$ cat src/rtl/stopwatch_pkg.sv
`default_nettype none
// -----------------------------------------------------------------------------
// stopwatch_pkg: shared mode encoding and widths for the stopwatch control. Rev 1.0
// -----------------------------------------------------------------------------
package stopwatch_pkg;

  localparam int DB_CYCLES_DEFAULT = 250000;
  localparam int BCD_W             = 4;

  typedef enum logic [1:0] {
    ST_IDLE  = 2'd0,
    ST_RUN   = 2'd1,
    ST_PAUSE = 2'd2,
    ST_LAP   = 2'd3
  } state_t;

endpackage
`default_nettype wire

$ cat src/rtl/btn_debounce.sv
`default_nettype none
// -----------------------------------------------------------------------------
// btn_debounce: 2-flop synchronizer, stable-level debouncer, press pulse. Rev 1.0
// -----------------------------------------------------------------------------
module btn_debounce #(
  parameter int DB_CYCLES = 250000
) (
  input  logic clk,
  input  logic rst,
  input  logic i_btn,
  output logic o_press
);

  localparam int             CW       = $clog2(DB_CYCLES);
  // The flip happens on the edge where the count would reach DB_CYCLES-1.
  localparam logic [CW-1:0]  C_ACCEPT = CW'(DB_CYCLES - 2);

  logic          r_sync1;
  logic          r_sync2;
  logic          r_level;
  logic          r_level_d;
  logic          r_press;
  logic [CW-1:0] r_cnt;

  always_ff @(posedge clk or posedge rst) begin
    if (rst) begin
      r_sync1   <= 1'b0;
      r_sync2   <= 1'b0;
      r_level   <= 1'b0;
      r_level_d <= 1'b0;
      r_press   <= 1'b0;
      r_cnt     <= '0;
    end else begin
      r_sync1   <= i_btn;
      r_sync2   <= r_sync1;
      r_level_d <= r_level;
      r_press   <= r_level & ~r_level_d;
      if (r_sync2 != r_level) begin
        if (r_cnt == C_ACCEPT) begin
          r_level <= r_sync2;
          r_cnt   <= '0;
        end else begin
          r_cnt <= r_cnt + 1'b1;
        end
      end else begin
        r_cnt <= '0;
      end
    end
  end

  assign o_press = r_press;

endmodule
`default_nettype wire

$ cat src/rtl/stopwatch_ctrl.sv
`default_nettype none
// -----------------------------------------------------------------------------
// stopwatch_ctrl: button-driven run/pause/lap/clear FSM with display freeze. Rev 1.0
// -----------------------------------------------------------------------------
module stopwatch_ctrl
  import stopwatch_pkg::*;
#(
  parameter int DB_CYCLES = DB_CYCLES_DEFAULT
) (
  input  logic             CLK,
  input  logic             RESET,
  input  logic             BTN_START,
  input  logic             BTN_LAP,
  input  logic [BCD_W-1:0] COUNT_1,
  input  logic [BCD_W-1:0] COUNT_10,
  input  logic [BCD_W-1:0] COUNT_M,
  output logic             RUN,
  output logic             CLR,
  output logic             HOLD,
  output logic [BCD_W-1:0] DISP_1,
  output logic [BCD_W-1:0] DISP_10,
  output logic [BCD_W-1:0] DISP_M,
  output logic [1:0]       STATE
);

  logic             w_ps;
  logic             w_pl;
  state_t           r_state;
  state_t           w_state_next;
  logic             w_clr_next;
  logic             r_run;
  logic             r_hold;
  logic             r_clr;
  logic [BCD_W-1:0] r_disp_1;
  logic [BCD_W-1:0] r_disp_10;
  logic [BCD_W-1:0] r_disp_m;

  btn_debounce #(.DB_CYCLES(DB_CYCLES)) u_db_start (
    .clk     (CLK),
    .rst     (RESET),
    .i_btn   (BTN_START),
    .o_press (w_ps)
  );

  btn_debounce #(.DB_CYCLES(DB_CYCLES)) u_db_lap (
    .clk     (CLK),
    .rst     (RESET),
    .i_btn   (BTN_LAP),
    .o_press (w_pl)
  );

  // START is tested first everywhere so it wins over a coincident LAP.
  always_comb begin
    w_state_next = r_state;
    w_clr_next   = 1'b0;
    case (r_state)
      ST_IDLE: begin
        if (w_ps) w_state_next = ST_RUN;
      end
      ST_RUN: begin
        if (w_ps)      w_state_next = ST_PAUSE;
        else if (w_pl) w_state_next = ST_LAP;
      end
      ST_LAP: begin
        if (w_ps)      w_state_next = ST_PAUSE;
        else if (w_pl) w_state_next = ST_RUN;
      end
      ST_PAUSE: begin
        if (w_ps) begin
          w_state_next = ST_RUN;
        end else if (w_pl) begin
          w_state_next = ST_IDLE;
          w_clr_next   = 1'b1;
        end
      end
      default: w_state_next = ST_IDLE;
    endcase
  end

  // Display follows the registered HOLD, so the load on the RUN->LAP edge is the snapshot.
  always_ff @(posedge CLK or posedge RESET) begin
    if (RESET) begin
      r_state   <= ST_IDLE;
      r_run     <= 1'b0;
      r_hold    <= 1'b0;
      r_clr     <= 1'b0;
      r_disp_1  <= '0;
      r_disp_10 <= '0;
      r_disp_m  <= '0;
    end else begin
      r_state <= w_state_next;
      r_run   <= (w_state_next == ST_RUN) || (w_state_next == ST_LAP);
      r_hold  <= (w_state_next == ST_LAP);
      r_clr   <= w_clr_next;
      if (!r_hold) begin
        r_disp_1  <= COUNT_1;
        r_disp_10 <= COUNT_10;
        r_disp_m  <= COUNT_M;
      end
    end
  end

  assign RUN     = r_run;
  assign CLR     = r_clr;
  assign HOLD    = r_hold;
  assign DISP_1  = r_disp_1;
  assign DISP_10 = r_disp_10;
  assign DISP_M  = r_disp_m;
  assign STATE   = r_state;

endmodule
`default_nettype wire

$ cat config.mk
export PLATFORM = sky130hd
export DESIGN_NAME = stopwatch_ctrl
export DESIGN_NICKNAME = d
export VERILOG_FILES = /design/src/rtl/stopwatch_pkg.sv /design/src/rtl/btn_debounce.sv /design/src/rtl/stopwatch_ctrl.sv
export SDC_FILE = /design/constraint.sdc
export NUM_CORES = 1
export LEC_CHECK = 0
export ABC_AREA = 1
export CAP_MARGIN = 25
export CORE_MARGIN = 2
export CORE_UTILIZATION = 55
export CTS_CLUSTER_DIAMETER = 150
export DETAILED_ROUTE_END_ITERATION = 8
export GPL_TIMING_DRIVEN = 0
export PLACE_DENSITY = 0.78
export SYNTH_ARGS = -nofsm -noshare
export SYNTH_HDL_FRONTEND = slang
export SYNTH_SLANG_ARGS = --single-unit
$ cat constraint.sdc
create_clock -name CLK -period 2.65 [get_ports CLK]
set_input_delay 0.53 -clock CLK [delete_from_list [all_inputs] [get_ports CLK]]
set_output_delay 0.53 -clock CLK [all_outputs]
set_load 0.02 [all_outputs]
==> flow_summary.yaml, run 1 <==
status:
  status: "finished, final reports clean"
critical_path:
  endpoint_kind: "output pin"
  crit_buf_inv: 1
  criticalPathCategory: "flip-flop to output pin"
  critical_path.cell_chain: "clkdlybuf4s50_1"
  required_ns: 2.12
  cp.depth: 1
  max_stage_delay_ns: 0.63
  r2r.worst_path.cells: 9
  cp_max_fo: 4
  worst_path_max_delay_cell: "clkdlybuf4s50_1"
  crit_family: "buffers and inverters"
  crit_path_start_kind: "flip-flop"
  cp.arrival_ns: 1.36
floorplan:
  num_rows: 26
  die_w_um: 77.7
  dieArea_um2: 6030
  ios: 33
  start_util_pct: 57.7
  coreArea_um2: 5170
  die_h_um: 77.7
synthesis:
  synthFlopType: "dfrtp_1"
  synth_area_leaders: "dfrtp_1 53%, nor2_1 8.8%, nand2_1 7.7%"
  yosys.cell_count.top_type: "nor2_1"
  synth_top_cell_area_share_pct: 52.8
  ys_types: 25
  synthArstFlopShare_pct: 100
  ys_seq_elements: 63
  synth_commonest_cells: "70 x nor2_1, 63 x dfrtp_1, 61 x nand2_1, 28 x inv_1, 19 x nand3_1"
  postSynthAreaPerCell_um2: 9.10
  synth_edf_count: 0
  ys_warn_count: 0
  synth_area_leader_cell: "dfrtp_1"
  synth_area_um2: 2990
  synth_nets: 348
  seq_area_frac_synth_pct: 52.8
  synthCells: 328
detailed_routing:
  vias: 2190
  ant_nets: 0
  wl_um: 5490
  drt_first_pass_iters: 4
  post_drt_wl_per_cell_um: 12.3
  drc: 0
  drtIter0Drc: 118
  via_per_inst: 4.91
global_route:
  grt_usage_pct: 21.0
  grt_start_max_net_pins: 37
  overflow: 0
  antenna_found_initial: 0
  first_global_vias: 2298
  grt_pass1_wl_um: 9960
cts:
  cts_resized: 0
  path_clk_slew_ns: 0.06
  clock_sinks: 63
  cts_setup_buffers: 0
  cts_tree: "done"
  cts_buffers: 9
  cts_hold_buffers: 0
  cts_max_level: 3
  cts.path.max_buffers: 2
  cts_root_buf: "clkbuf_8"
  clk_latency_ns: 0.34
timing:
  hold_ws_ns: 0.349
  setup_viol: 0
  layout_min_cycle_time_ns: 1.89
  fmax_mhz: 528
  rsz0062_at_grt: "no"
  maxSlewHeadroom_pct: 60.7
  skew_ns: 0.00522
  setup_slack_ns: 0.757
  tightest_slew_ns: 0.589
  drv_slew: 0
  finalCritPeriodShare_pct: 71.4
  hold_viol: 0
  tns_ns: 0
placement:
  port_buffers: 32
  place_ws_ns: 1.06
  gp_congestion: 0.887
  place_area_um2: 3410
  dpl.hpwl_um: 3990
layout:
  seq_area_um2: 1580
  area_growth_pct: 20.3
  final_cell_area_um2: 3590
  nFillCells: 393
  post-route-util_pct: 69.4
  drive_gt1_share_pct: 15.2
  multi_input_area_um2: 1280
  nNetsFinal: 392
  insertedDiodeCount: 0
job:
  cap_violations: 0
pwr:
  pwr_density_cell_nw_per_um2: 524
  peakVddDrop_uv: 371
  power.leakage_nw: 1.55
hold_path:
  hold_path.class: "flip-flop to flip-flop"
  hold_depth: 0
==> worst reg2reg max path: cells and delay by family, from the launching register on <==
family / cells / cell delay [ns]
adders and majority gates: 1 / 0.15
DFF: 1 / 0.42
and+or+nand+nor: 7 / 0.70
buffers and inverters: 1 / 0.07
==> sequential cells by signal, summed over array words and instances, names as in the netlist, 2 cells and up <==
| register | cells |
|---|---|
| u_db_start.r_cnt | 18 |
| DISP_M | 4 |
| u_db_lap.r_cnt | 18 |
| STATE | 2 |
| DISP_10 | 4 |
| DISP_1 | 4 |
==> cell type report <==
class / count / share of cell area (%)
Sequential cell: 63 / 43.9
Multi-Input combinational cell: 231 / 35.6
Timing Repair Buffer: 33 / 9.48
Clock buffer: 10 / 3.55
Inverter: 33 / 3.45
Tap cell: 70 / 2.44
Clock inverter: 5 / 1.39
Buffer: 1 / 0.139
==> metal layers <==
metal | GRT usage [%] | share of wire [%] | vias up
met1 | 26.4 | 47 | 1020
met3 | 6.86 | 5.1 | 6
met5 | 0 | 0 | -
met2 | 34.2 | 47 | 50
met4 | 6.79 | 0.87 | 0
li1 | - | - | 1114
==> cell families after synthesis <==
logic type                 after synthesis  synth area share, %
DFF                                     63                 52.8
and+or+nand+nor                        182                 27.5
muxes                                   12                 4.53
adders and majority gates                4                 1.68
xor gates and xnor gates                21                 6.66
buffers and inverters                   34                 4.32
AOI/OAI and AO/OA                       12                 2.47
==> path summary, 6_finish.rpt <==
kind | startpoint | to | slack [ns]
setup / recovery | STATE[0] | STATE[0] | 0.76
hold / removal | u_db_start.r_sync1 | u_db_start.r_sync2 | 0.35
setup reg to reg | u_db_lap.r_cnt[0] | u_db_lap.r_cnt[13] | 1.18
hold reg to reg | u_db_start.r_sync1 | u_db_start.r_sync2 | 0.35
max in group asynchronous | RESET | u_db_start.r_cnt[17] | 1.48
min in group asynchronous | RESET | STATE[0] | 0.59
==> power breakdown <==
group	internal [mW]	total (mW)	leakage, nW	switching [mW]
Combinational	0.0567	0.114	0.616	0.0570
Clock	0.422	0.772	0.0957	0.350
Sequential	0.981	0.996	0.838	0.0147
Total	1.46	1.88	1.55	0.422
==> cell usage in the layout (no fill, tap or decap), types with 2 or more instances in the layout <==
cell,count
xor2_1,12
nor2_1,70
clkinv_2,4
a21oi_1,6
xnor2_2,2
dfrtp_1,63
ha_1,4
inv_2,6
o21ai_0,2
xnor2_1,7
inv_1,27
nor2_2,7
nand3_1,19
nor2_4,7
clkbuf_8,9
clkdlybuf4s50_1,32
nor3_1,9
nand2_1,61
nand2_2,4
o21ai_1,3
mux2_2,12
==> through the flow <==
stage          std cells  power, mW
4_1_cts              446       1.91
5_1_grt              446       1.97
6_report             446       1.88
3_3_place_gp         430       1.12
2_1_floorplan        328       1.07
3_5_place_dp         431       1.13
Power figures use the tool's default switching activity.
==> run 2, diff against run 1 <==
CORE_UTILIZATION = 50   (was 55)
PLACE_DENSITY = 0.75   (was 0.78)
clock period = 1.62 ns   (was 2.65 ns; I/O delays follow)
==> run 2 against run 1 <==
Highest routed layer unchanged. Critical path depth rose by 8. Worst hold slack about the same. Register-to-register slack lost 1.0 ns. Cell count grew 1.3%. Worst setup slack got worse by 0.59 ns. Sequential cell count did not move. Sequential power increased by 64%. Final area increased by 1.4%. Sequential share of layout area fell by 0.62 points. Global-route usage fell by 2.8 points.
==> flow_summary.yaml, run 2 (synthesis gave the netlist of run 1 again) <==
hold_path:
  hold_depth: 0
  min-delay-start: "u_db_start.r_sync1"
  worstHoldEndpoint: "u_db_start.r_sync2"
  hold_path.class: "flip-flop to flip-flop"
layout:
  insertedDiodeCount: 0
  final_common_cell: "nor2_1"
  nNetsFinal: 392
  final_cell_area_um2: 3640
  area_growth_pct: 22.0
  drive_gt1_share_pct: 15.6
  reg.largest.list: "u_db_lap.r_cnt x18, u_db_start.r_cnt x18"
  mostFrequentLayoutCells: "70 x nor2_1, 63 x dfrtp_1, 61 x nand2_1, 27 x inv_1, 19 x nand3_1"
  nFillCells: 459
  post-route-util_pct: 62.3
critical_path:
  r2r_end: "u_db_lap.r_cnt[14]"
  r2r_slack_ns: 0.17
  criticalPathCategory: "flip-flop to flip-flop"
  cp.arrival_ns: 1.68
  endpoint_kind: "flip-flop"
  required_ns: 1.84
  reg2reg_from: "u_db_lap.r_cnt[0]"
  r2r.worst_path.cells: 9
  crit_path_start_kind: "flip-flop"
  cp_max_fo: 4
placement:
  gp_congestion: 0.873
  dpl.hpwl_um: 3830
  place_ws_ns: 0.168
  port_buffers: 32
  place_area_um2: 3420
global_route:
  overflow: 0
  grt_usage_pct: 18.2
  first_global_vias: 2041
  grt_pass1_wl_um: 9020
  antenna_found_initial: 0
  grt_start_max_net_pins: 37
detailed_routing:
  drc: 0
  drt_first_pass_iters: 4
  via_per_inst: 4.78
  wl_um: 5290
  vias: 2162
  ant_nets: 0
  drtIter0Drc: 112
  post_drt_wl_per_cell_um: 11.7
pwr:
  power.leakage_nw: 1.65
  power_mw: 3.29
  pwr_density_cell_nw_per_um2: 904
  peakVddDrop_uv: 508
timing:
  tns_ns: 0
  layout_min_cycle_time_ns: 1.45
  hold_viol: 0
  rsz0062_at_grt: "no"
  drv_slew: 0
  setup_slack_ns: 0.167
  maxSlewHeadroom_pct: 59.6
  setup_viol: 0
  skew_ns: 0.00441
  fmax_mhz: 688
  tightest_slew_ns: 0.605
  finalCritPeriodShare_pct: 89.7
cts:
  cts_buffers: 9
  cts_max_level: 3
  clock_sinks: 63
  cts_tree: "done"
  clk_latency_ns: 0.33
  cts_root_buf: "clkbuf_8"
  cts_setup_buffers: 0
  path_clk_slew_ns: 0.07
  cts.path.max_buffers: 2
floorplan:
  ios: 33
  die_h_um: 81.3
  start_util_pct: 51.0
  dieArea_um2: 6600
  num_rows: 28
  die_w_um: 81.3
  coreArea_um2: 5850
job:
  cap_violations: 0
status:
  status: "finished, final reports clean"
run 2: cell types whose count changed in the layout (fill, tap and decap cells not counted), sizes merged:
cell           delta
clkbuf            -1
clkdlybuf4s50    -17
inv               -1
dlymetal6s2s      +5
dlygate4sd2      +12
clkinv            -1
clkinvlp          +3
bufinv            +1
run 2: layout make-up:
cell class | count | area [um^2] | share of cell area [%]
clock buffer | 9 | 124 | 3.40
timing repair buffer | 33 | 338 | 9.28
tap | 75 | 93.8 | 2.58
inverter | 33 | 128 | 3.50
clock inverter | 7 | 97.6 | 2.68
multi-input combinational | 231 | 1280 | 35.1
buffer | 1 | 5.00 | 0.137
sequential | 63 | 1580 | 43.3
run 2: worst max path at each step:
stage                      start              endpoint  depth (start not counted)
3_5_place_dp   u_db_lap.r_cnt[0]    u_db_lap.r_cnt[15]                          9
2_1_floorplan  u_db_lap.r_cnt[0]    u_db_lap.r_cnt[13]                          9
6_report       u_db_lap.r_cnt[0]    u_db_lap.r_cnt[14]                          9
4_1_cts               DISP_10[0]            DISP_10[0]                          1
3_3_place_gp               RESET  u_db_start.r_cnt[16]                          2
5_1_grt        u_db_lap.r_cnt[0]    u_db_lap.r_cnt[14]                          9
run 2: through the flow:
stage / hold WS [ns] / cells
floorplan: 0.331 / 328
global placement: 0.335 / 435
detailed placement: 0.335 / 436
CTS: 0.351 / 452
global route: 0.353 / 452
finish: 0.349 / 452
run 2: worst max-delay path: stages (launching register included):
cell and delay, ns:
dfrtp_1 0.42, inv_1 0.08, ha_1 0.16, nand3_1 0.08, nor2_1 0.10, nand2_1 0.12, nor2_1 0.18, nor2_2 0.09
nand2_1 0.09, nor2_1 0.04
run 2: where the power goes:
group          internal, mW  switching (mW)
combinational        0.0838          0.0936
clock                 0.867           0.618
sequential             1.60          0.0244
total                  2.56           0.736
run 2: repair_timing:
action                                  CTS  global route
hold endpoints to repair                  0             0
endpoints found under the setup margin   12             5
hold buffers                              0             0
resized for setup                        12             5
run 2: per-layer routing:
layer | vias to the layer above | track usage (%) | wire [um]
met5 | - | 0 | 0
met4 | 0 | 6.27 | 36
met3 | 3 | 5.67 | 238
met2 | 43 | 28.0 | 2410
met1 | 1001 | 24.2 | 2610
li1 | 1115 | - | -
